### src/rtl/seq_restoring_divider_pkg.sv
// seq_div_pkg: shared widths, FSM state type and count-width helper for the
// sequential restoring divider.
package seq_div_pkg;

  // Default operand widths: 8-bit dividend/quotient, 4-bit divisor/remainder.
  localparam int DEF_DVD_W = 8;
  localparam int DEF_DVS_W = 4;

  // Width of an iteration counter that has to reach w-1.
  function automatic int cnt_width(input int w);
    return (w <= 1) ? 1 : $clog2(w);
  endfunction

  // Iteration counter width for the default dividend width.
  localparam int DEF_CNT_W = cnt_width(DEF_DVD_W);

  // Divider control states.
  typedef enum logic [1:0] {
    IDLE = 2'd0,
    RUN  = 2'd1,
    DONE = 2'd2
  } state_e;

endpackage

### src/rtl/seq_restoring_divider_if.sv
// seq_restoring_divider_if: request/result bundle between the wrapper
// (master) and the divider (slave).
interface seq_restoring_divider_if
  import seq_div_pkg::*;
#(
  parameter int DVD_W = DEF_DVD_W,
  parameter int DVS_W = DEF_DVS_W
);

  logic             start;
  logic [DVD_W-1:0] dividend;
  logic [DVS_W-1:0] divisor;
  logic             busy;
  logic             done;
  logic [DVD_W-1:0] quotient;
  logic [DVS_W-1:0] remainder;
  logic             div_by_zero;

  modport master (
    output start, dividend, divisor,
    input  busy, done, quotient, remainder, div_by_zero
  );

  modport slave (
    input  start, dividend, divisor,
    output busy, done, quotient, remainder, div_by_zero
  );

endinterface

### src/rtl/seq_restoring_divider_div_step.sv
// div_step: one combinational restoring-division iteration. The trial value
// {R, next dividend bit} is compared against the divisor by a ripple
// subtractor built from fulladd cells; the borrow-free carry out is the
// quotient bit and selects between the difference and the unchanged trial.
module fulladd (
  input  logic a_i,
  input  logic b_i,
  input  logic c_i,
  output logic s_o,
  output logic c_o
);

  assign s_o = a_i ^ b_i ^ c_i;
  assign c_o = (a_i & b_i) | (c_i & (a_i ^ b_i));

endmodule

module div_step
  import seq_div_pkg::*;
#(
  parameter int DVS_W = DEF_DVS_W
) (
  input  logic [DVS_W-1:0] rem_i,
  input  logic             dvd_bit_i,
  input  logic [DVS_W-1:0] divisor_i,
  output logic [DVS_W:0]   rem_o,
  output logic             q_o
);

  logic [DVS_W:0]   trial;
  logic [DVS_W:0]   dvs_inv;
  logic [DVS_W:0]   diff;
  logic [DVS_W+1:0] carry;

  // Trial needs one extra bit: the shifted remainder can reach 2*divisor-1.
  assign trial    = {rem_i, dvd_bit_i};
  assign dvs_inv  = ~{1'b0, divisor_i};
  assign carry[0] = 1'b1;

  // trial - divisor as trial + ~divisor + 1.
  generate
    for (genvar gi = 0; gi <= DVS_W; gi++) begin : g_sub
      fulladd u_fa (
        .a_i (trial[gi]),
        .b_i (dvs_inv[gi]),
        .c_i (carry[gi]),
        .s_o (diff[gi]),
        .c_o (carry[gi+1])
      );
    end
  endgenerate

  // Carry out set means no borrow, i.e. trial >= divisor.
  assign q_o   = carry[DVS_W+1];
  assign rem_o = q_o ? diff : trial;

endmodule

### src/rtl/seq_restoring_divider.sv
// seq_restoring_divider: iterative unsigned restoring divider, one quotient
// bit per clock, MSB first. Divide-by-zero finishes immediately with an
// all-ones quotient. Optional macro SEQ_DIV_EARLY_EXIT_EN finishes
// immediately when dividend < divisor (same results, shorter latency).
module seq_restoring_divider
  import seq_div_pkg::*;
#(
  parameter int DVD_W = DEF_DVD_W,
  parameter int DVS_W = DEF_DVS_W
) (
  input  logic                    clk,
  input  logic                    rst_n,
  seq_restoring_divider_if.slave  bus
);

  localparam int CNT_W = cnt_width(DVD_W);

  state_e           state_q;
  logic [CNT_W-1:0] count_q;
  logic [DVS_W:0]   rem_q;        // working partial remainder
  logic [DVD_W-1:0] dvd_q;        // dividend shifting out, quotient shifting in
  logic [DVS_W-1:0] dvs_q;        // latched divisor

  logic             busy_q;
  logic             done_q;
  logic             dbz_q;
  logic [DVD_W-1:0] quotient_q;
  logic [DVS_W-1:0] remainder_q;

  logic [DVS_W:0]   rem_d;
  logic             qbit_d;
  logic             early_exit;
  logic             unused_rem_msb;

  // The partial remainder stays below the divisor, so its top bit is
  // always zero; it is kept only so the register matches the trial width.
  assign unused_rem_msb = rem_q[DVS_W];

`ifdef SEQ_DIV_EARLY_EXIT_EN
  assign early_exit = (bus.dividend < DVD_W'(bus.divisor));
`else
  assign early_exit = 1'b0;
`endif

  div_step #(
    .DVS_W (DVS_W)
  ) u_step (
    .rem_i     (rem_q[DVS_W-1:0]),
    .dvd_bit_i (dvd_q[DVD_W-1]),
    .divisor_i (dvs_q),
    .rem_o     (rem_d),
    .q_o       (qbit_d)
  );

  // Control FSM with the iteration datapath and registered results.
  always_ff @(posedge clk or negedge rst_n) begin
    if (!rst_n) begin
      state_q     <= IDLE;
      count_q     <= '0;
      rem_q       <= '0;
      dvd_q       <= '0;
      dvs_q       <= '0;
      busy_q      <= 1'b0;
      done_q      <= 1'b0;
      dbz_q       <= 1'b0;
      quotient_q  <= '0;
      remainder_q <= '0;
    end else begin
      done_q <= 1'b0;
      unique case (state_q)
        IDLE: begin
          if (bus.start) begin
            dvd_q   <= bus.dividend;
            dvs_q   <= bus.divisor;
            rem_q   <= '0;
            count_q <= CNT_W'(DVD_W - 1);
            dbz_q   <= 1'b0;
            if (bus.divisor == '0) begin
              state_q     <= DONE;
              done_q      <= 1'b1;
              dbz_q       <= 1'b1;
              quotient_q  <= '1;
              remainder_q <= '0;
            end else if (early_exit) begin
              state_q     <= DONE;
              done_q      <= 1'b1;
              quotient_q  <= '0;
              remainder_q <= bus.dividend[DVS_W-1:0];
            end else begin
              state_q <= RUN;
              busy_q  <= 1'b1;
            end
          end
        end
        RUN: begin
          rem_q   <= rem_d;
          dvd_q   <= {dvd_q[DVD_W-2:0], qbit_d};
          count_q <= count_q - 1'b1;
          if (count_q == '0) begin
            state_q     <= DONE;
            busy_q      <= 1'b0;
            done_q      <= 1'b1;
            quotient_q  <= {dvd_q[DVD_W-2:0], qbit_d};
            remainder_q <= rem_d[DVS_W-1:0];
          end
        end
        DONE: begin
          state_q <= IDLE;
        end
        default: begin
          state_q <= IDLE;
          busy_q  <= 1'b0;
        end
      endcase
    end
  end

  assign bus.busy        = busy_q;
  assign bus.done        = done_q;
  assign bus.quotient    = quotient_q;
  assign bus.remainder   = remainder_q;
  assign bus.div_by_zero = dbz_q;

endmodule
### src/flat_wrapper.sv
// flat-port wrapper written by rule: the top's interface ports become plain ports
module seq_restoring_divider_flat import seq_div_pkg::*;
#(
  parameter int DVD_W = DEF_DVD_W,
  parameter int DVS_W = DEF_DVS_W
)
  (clk, rst_n, bus_start, bus_dividend, bus_divisor, bus_busy, bus_done, bus_quotient, bus_remainder, bus_div_by_zero);
  seq_restoring_divider_if #(.DVD_W(DVD_W), .DVS_W(DVS_W)) bus_i ();
  input  logic clk;
  input  logic rst_n;
  input wire logic [$bits(bus_i.start)-1:0] bus_start;
  input wire logic [$bits(bus_i.dividend)-1:0] bus_dividend;
  input wire logic [$bits(bus_i.divisor)-1:0] bus_divisor;
  output wire logic [$bits(bus_i.busy)-1:0] bus_busy;
  output wire logic [$bits(bus_i.done)-1:0] bus_done;
  output wire logic [$bits(bus_i.quotient)-1:0] bus_quotient;
  output wire logic [$bits(bus_i.remainder)-1:0] bus_remainder;
  output wire logic [$bits(bus_i.div_by_zero)-1:0] bus_div_by_zero;
  assign bus_i.start = bus_start;
  assign bus_i.dividend = bus_dividend;
  assign bus_i.divisor = bus_divisor;
  assign bus_busy = bus_i.busy;
  assign bus_done = bus_i.done;
  assign bus_quotient = bus_i.quotient;
  assign bus_remainder = bus_i.remainder;
  assign bus_div_by_zero = bus_i.div_by_zero;
  seq_restoring_divider #(.DVD_W(DVD_W), .DVS_W(DVS_W)) u_core (.clk(clk), .rst_n(rst_n), .bus(bus_i));
endmodule
### config.mk
export PLATFORM = sky130hd
export DESIGN_NAME = seq_restoring_divider_flat
export DESIGN_NICKNAME = d
export VERILOG_FILES = /design/src/rtl/seq_restoring_divider_pkg.sv /design/src/rtl/seq_restoring_divider_if.sv /design/src/rtl/seq_restoring_divider_div_step.sv /design/src/rtl/seq_restoring_divider.sv /design/src/flat_wrapper.sv
export SDC_FILE = /design/constraint.sdc
export NUM_CORES = 1
export LEC_CHECK = 0
export ABC_CLOCK_PERIOD_IN_PS = 8200
export CAP_MARGIN = 30
export CORE_MARGIN = 8
export CORE_UTILIZATION = 50
export CTS_BUF_LIST = sky130_fd_sc_hd__clkbuf_16
export DETAILED_ROUTE_END_ITERATION = 8
export GPL_TIMING_DRIVEN = 0
export PLACE_DENSITY = 0.82
export SLEW_MARGIN = 15
export SYNTH_ARGS = -nofsm -noshare
export SYNTH_HDL_FRONTEND = slang
export SYNTH_SLANG_ARGS = --single-unit
export TNS_END_PERCENT = 10
### constraint.sdc
create_clock -name clk -period 8.2 [get_ports clk]
set_clock_uncertainty 0.15 [all_clocks]
set_input_delay 1.23 -clock clk [delete_from_list [all_inputs] [get_ports clk]]
set_output_delay 1.23 -clock clk [all_outputs]
set_load 0.05 [all_outputs]
# Word level (Yosys, flattened, before mapping)
# Index checks and enable logic that the tools add are counted.
# classes
addsub	1
eq_ne	6
n_mux	27
n_bitwise	25
reduce_logical	9
# ops
cell	count
8-bit 2-to-1 mux	4
8-bit one-hot mux with 2 select lines	2
4-bit 2-to-1 mux	5
4-bit one-hot mux with 2 select lines	2
1-bit AND	9
4-bit AND reduction	2
1-bit bitwise XOR	8
1-bit 2-to-1 mux	6
2-bit 2-to-1 mux	3
3-bit one-hot mux with 2 select lines	1
2-bit AND reduction	3
4-bit NOT with 5-bit output	1
1-bit OR	5
4-bit logical NOT	1
2-bit by 1-bit != test with 1-bit output, second input constant	2
2-bit != test, second input constant	2
2-bit one-hot mux with 2 select lines	1
3-bit logical NOT	1
3-bit 2-to-1 mux	1
1-bit one-hot mux with 3 select lines	1
3-bit by 1-bit subtractor with 3-bit output, second input constant	1
2-bit by 1-bit == test with 1-bit output, second input constant	1
2-bit == test, second input constant	1
2-bit logical NOT	1
3 further kinds	4
# totals
register_bits	36
inputBits	15
word_cells	78

# Logic depth before layout (Yosys ltp)
# logic_depth
word_depth	14
depth_mapped	11
depth_no_buf	10

# By module
# A second synthesis with hierarchy kept.
# unflattened
hier_cells	169
area_unflattened_um2	1784.2
# by_module_without_submodules
mod	n_inst	cells_per_inst	area_per_inst_um2	seq_area_each_um2
seq_restoring_divider	1	154	1609.0	900.9
fulladd	5	1	20.0	0.0
div_step	1	10	75.1	0.0

# Least setup slack after synthesis
# No wires, ideal clock.
# synth_timing
kind	reg-to-reg
from	reg u_core.dvd_q[7]
to	reg u_core.remainder_q[3] (netlist: u_core.bus.remainder[3])
arrival_time_ns	2.372
path_slack_ns	5.596
stages_incl_launch_ff	12
period_less_slack_ns	2.604
cell_sequence	dfrtp_1 inv_1 ha_1 inv_1 fa_1 fa_1 inv_1 fa_1 nor2b_1 clkbuf_1 mux2_2 o22ai_1
# synth_via
elab_chain_len	13
elab_cells_between_ends	15
classes_between	3 x mux; 12 x bitwise
# synth_lines
element	line	rtl
from (decl)	seq_restoring_divider.sv:21	logic [DVD_W-1:0] dvd_q;
from (signal assigned)	seq_restoring_divider.sv:73	dvd_q <= bus.dividend;
from (signal assigned)	seq_restoring_divider.sv:97	dvd_q <= {dvd_q[DVD_W-2:0], qbit_d};
1-bit AND / 1-bit bitwise XOR (equally long branches)	seq_restoring_divider_div_step.sv:14	assign c_o = (a_i & b_i) | (c_i & (a_i ^ b_i));
1-bit OR *	seq_restoring_divider_div_step.sv:14	
1-bit AND *	seq_restoring_divider_div_step.sv:14	
1-bit OR *	seq_restoring_divider_div_step.sv:14	
1-bit AND *	seq_restoring_divider_div_step.sv:14	
1-bit OR *	seq_restoring_divider_div_step.sv:14	
1-bit AND	seq_restoring_divider_div_step.sv:14	
1-bit OR	seq_restoring_divider_div_step.sv:14	
1-bit AND	seq_restoring_divider_div_step.sv:14	
1-bit OR	seq_restoring_divider_div_step.sv:14	
4-bit 2-to-1 mux *	seq_restoring_divider_div_step.sv:55	assign rem_o = q_o ? diff : trial;
4-bit 2-to-1 mux *	seq_restoring_divider.sv:99	if (count_q == '0) begin
4-bit one-hot mux with 2 select lines *	seq_restoring_divider.sv:70	unique case (state_q)
to (signal assigned)	seq_restoring_divider.sv:88	remainder_q <= bus.dividend[DVS_W-1:0];
to (signal assigned)	seq_restoring_divider.sv:104	remainder_q <= rem_d[DVS_W-1:0];
to (decl)	seq_restoring_divider.sv:28	logic [DVS_W-1:0] remainder_q;
# Every way passes the cells marked *; elsewhere a longest branch is shown, timed or not. The select of a mux whose other input is x is not followed.
# A chain may end at the register's enable or synchronous reset.

# Worst setup path in the final report
# layout_timing
from	reg u_core.dvd_q[7]
to	reg u_core.remainder_q[0] (netlist: u_core.bus.remainder[0])
# layout_via
elab_chain_len	13
elab_cells_between_ends	15
classes_between	3 x mux; 12 x bitwise
# layout_lines
element	line
1-bit AND / 1-bit bitwise XOR (equally long branches)	seq_restoring_divider_div_step.sv:14, seq_restoring_divider_div_step.sv:13
1-bit OR	seq_restoring_divider_div_step.sv:14
1-bit AND	seq_restoring_divider_div_step.sv:14
1-bit OR	seq_restoring_divider_div_step.sv:14
1-bit AND	seq_restoring_divider_div_step.sv:14
1-bit OR	seq_restoring_divider_div_step.sv:14
1-bit AND	seq_restoring_divider_div_step.sv:14
1-bit OR	seq_restoring_divider_div_step.sv:14
1-bit AND	seq_restoring_divider_div_step.sv:14
1-bit OR	seq_restoring_divider_div_step.sv:14
4-bit 2-to-1 mux *	seq_restoring_divider_div_step.sv:55
4-bit 2-to-1 mux *	seq_restoring_divider.sv:99
4-bit one-hot mux with 2 select lines *	seq_restoring_divider.sv:70
# Marks and branches as above.

==> results.toml <==
[synth]
synthFlopType = "dfrtp_1"
synth-edff-count = 0
synth_top_cell_by_area = "dfrtp_1"
synth_top_area_share = 0.531
synth-seq-cells = 36
yosys.cell_types.count = 30
yosysMostFrequentCell = "dfrtp_1"
syn_nets = 185
synthTopCellsByCount = "dfrtp_1, o22ai_1, a21oi_1, nand2_1, nor2_1"
synth_seq_area_share = 0.531
ys_warn_count = 0
syn_area_per_cell_sq_um = 10.3
synthCells = 164
syn-cell-area_sq_um = 1700
ys_async_sr_fraction = 1.00
synth_area_leaders = "dfrtp_1, o22ai_1, a21oi_1"

[global_routing]
grt_pass1_wl_mm = 6.71
grt_pass1_vias = 1409
grtUsageTotal = 0.160
antenna_found_initial = 0
grt-ovfl-total = 0
grt_max_degree = 37

[sta]
drv_slew = 0
worst-slew-pin-transition_ns = 0.790
slew_headroom = 0.473
finalSetupViolCount = 0
rsz0062_at_grt = "false"
fin_crit_sh = 0.371
fin_crit_ns = 3.04
fmax_mhz = 329
timing.hold.ws_ns = 0.353
tns_ns = 0
hold_viol = 0

[power]
max-vdd-ir-drop_mv = 0.230
p_leak_nw = 0.913
powerDensity_nw_per_um2 = 437

[route]
detail_route.wl_per_cell_um = 16.1
routed_wl_mm = 3.98
drc_errors = 0
final_antenna_net_count = 0
firstDrtPassIters = 4
dr_total_vias = 1410
via_per_inst = 5.71
drt_iter0_markers = 158

[clock_network]
cts_buffer_depth = 2
cts_tree = "yes"
cts_buffers = 5
cts-root-buf = "clkbuf_16"
post_cts_resized = 0
h-tree-depth = 2
clkLatencyLatePin_ns = 0.28
post_cts_buffers = 0
clkTransAtPathRegs_ns = 0.05
cts_sinks = 36
ctsHoldBuffers = 0

[die]
dieWidth_um = 74.3
num_rows = 21
die_height_um = 74.3
initial_core_util = 0.512
dieArea_sq_um = 5510
fp.coreArea_sq_um = 3310
io_pins = 30

[critical_path]
cp_data_required_time_ns = 8.24
path_max_fanout = 6
crit_start = "u_core.dvd_q[7]$_DFFE_PN0P_"
critPathKind = "flip-flop to flip-flop"
reg2reg_slack_ns = 5.16
endpoint = "u_core.bus.remainder[0]$_DFFE_PN0P_"
start_kind = "flip-flop"
reg2reg_to = "u_core.bus.remainder[0]$_DFFE_PN0P_"
r2r-start = "u_core.dvd_q[7]$_DFFE_PN0P_"
cp-end-kind = "flip-flop"
cp_data_arrival_time_ns = 3.08
reg2reg_depth = 11

[place]
gp_congestion = 0.829
dp_hpwl_mm = 2.90
port_buffers = 29

[final_layout]
nets = 221
antenna_cells = 0
drive_above_1_share = 0.119
synthToLayoutAreaGrowth_pct = 30.1
fin_util = 0.667

[worst_hold_path]
hp-class = "flip-flop to flip-flop"

[status]
outcome = "finished, final reports clean"

[flow_run]
cap_violations = 0
## cell families after synthesis
group / share of synthesized area
AOI/OAI and AO/OA: 0.167
muxes: 0.0383
xor gates and xnor gates: 0.00516
and+or+nand+nor: 0.143
buffers and inverters: 0.0575
adders and majority gates: 0.0575
DFF: 0.531
## stage by stage
step	instances	cell area, sq um	worst slack (ns)	power [W]
after floorplan	164	1700	5.60	0.000609
after global placement	239	2040	5.03	0.000719
after detailed placement	239	2040	5.16	0.000749
after CTS	247	2210	5.16	0.000968
after global routing	247	2210	5.02	0.00102
final	247	2210	5.16	0.000964
## how the worst min path moves through the flow
| stage | startpoint | end | cells after the start |
|---|---|---|---|
| 2_1_floorplan | u_core.rem_q[2]$_DFFE_PN0P_ | u_core.rem_q[2]$_DFFE_PN0P_ | 2 |
| 3_3_place_gp | u_core.rem_q[2]$_DFFE_PN0P_ | u_core.rem_q[2]$_DFFE_PN0P_ | 2 |
| 3_5_place_dp | u_core.rem_q[3]$_DFFE_PN0P_ | u_core.rem_q[3]$_DFFE_PN0P_ | 2 |
| 4_1_cts | u_core.rem_q[3]$_DFFE_PN0P_ | u_core.rem_q[3]$_DFFE_PN0P_ | 2 |
| 5_1_grt | u_core.bus.busy$_DFFE_PN0P_ | u_core.bus.busy$_DFFE_PN0P_ | 1 |
| 6_report | u_core.rem_q[3]$_DFFE_PN0P_ | u_core.rem_q[3]$_DFFE_PN0P_ | 2 |
## layout make-up
class                           count  area [sq um]
Fill cell                         286          1100
Sequential cell                    36           901
Multi-Input combinational cell    106           698
Timing Repair Buffer               29           285
Clock buffer                        5           125
Tap cell                           46          57.6
Buffer                             11          56.3
Clock inverter                      3          42.5
Inverter                           11          41.3
## flip-flops by register name, summed over array words and instances, names as in the netlist
| name | flops |
|---|---|
| u_core.bus.quotient | 8 |
| u_core.count_q | 3 |
| u_core.bus.busy | 1 |
| u_core.dvs_q | 4 |
| u_core.dvd_q | 8 |
| u_core.bus.div_by_zero | 1 |
| u_core.bus.done | 1 |
| u_core.state_q | 2 |
| u_core.bus.remainder | 4 |
| u_core.rem_q | 4 |
## layout by cell type, fill, tap and decap left out, types with 3 or more instances in the layout
cell type / instances
dfrtp_1: 36
o21ai_0: 10
o22ai_1: 19
ha_1: 3
nand2_1: 14
fa_1: 3
inv_1: 10
clkbuf_16: 5
mux2_2: 4
nor2b_1: 3
nor3_1: 7
clkbuf_1: 4
clkdlybuf4s50_1: 28
nor2_1: 11
buf_2: 7
a21oi_1: 15
## metal layers
metal / part of all wire / GRT usage / up-vias
met5: 0 / 0 / -
met4: 0.024 / 0.0739 / 0
met3: 0.098 / 0.0539 / 12
met2: 0.50 / 0.264 / 64
met1: 0.37 / 0.183 / 687
li1: - / - / 647
## power by group
part	leakage, nW	internal (W)	total, W	switching [W]
clock	0.0798	0.000143	0.000217	0.0000740
sequential	0.402	0.000254	0.000305	0.0000512
combinational	0.431	0.000170	0.000442	0.000272
## worst max-delay path: stages (launching register included)
cell	delay (ns)
dfrtp_1	0.40
inv_1	0.10
ha_1	0.15
inv_1	0.05
fa_1	0.39
fa_1	0.38
inv_1	0.07
fa_1	0.15
nor2b_1	0.14
clkbuf_1	0.38
mux2_2	0.40
o22ai_1	0.18
Power figures use the tool's default switching activity.
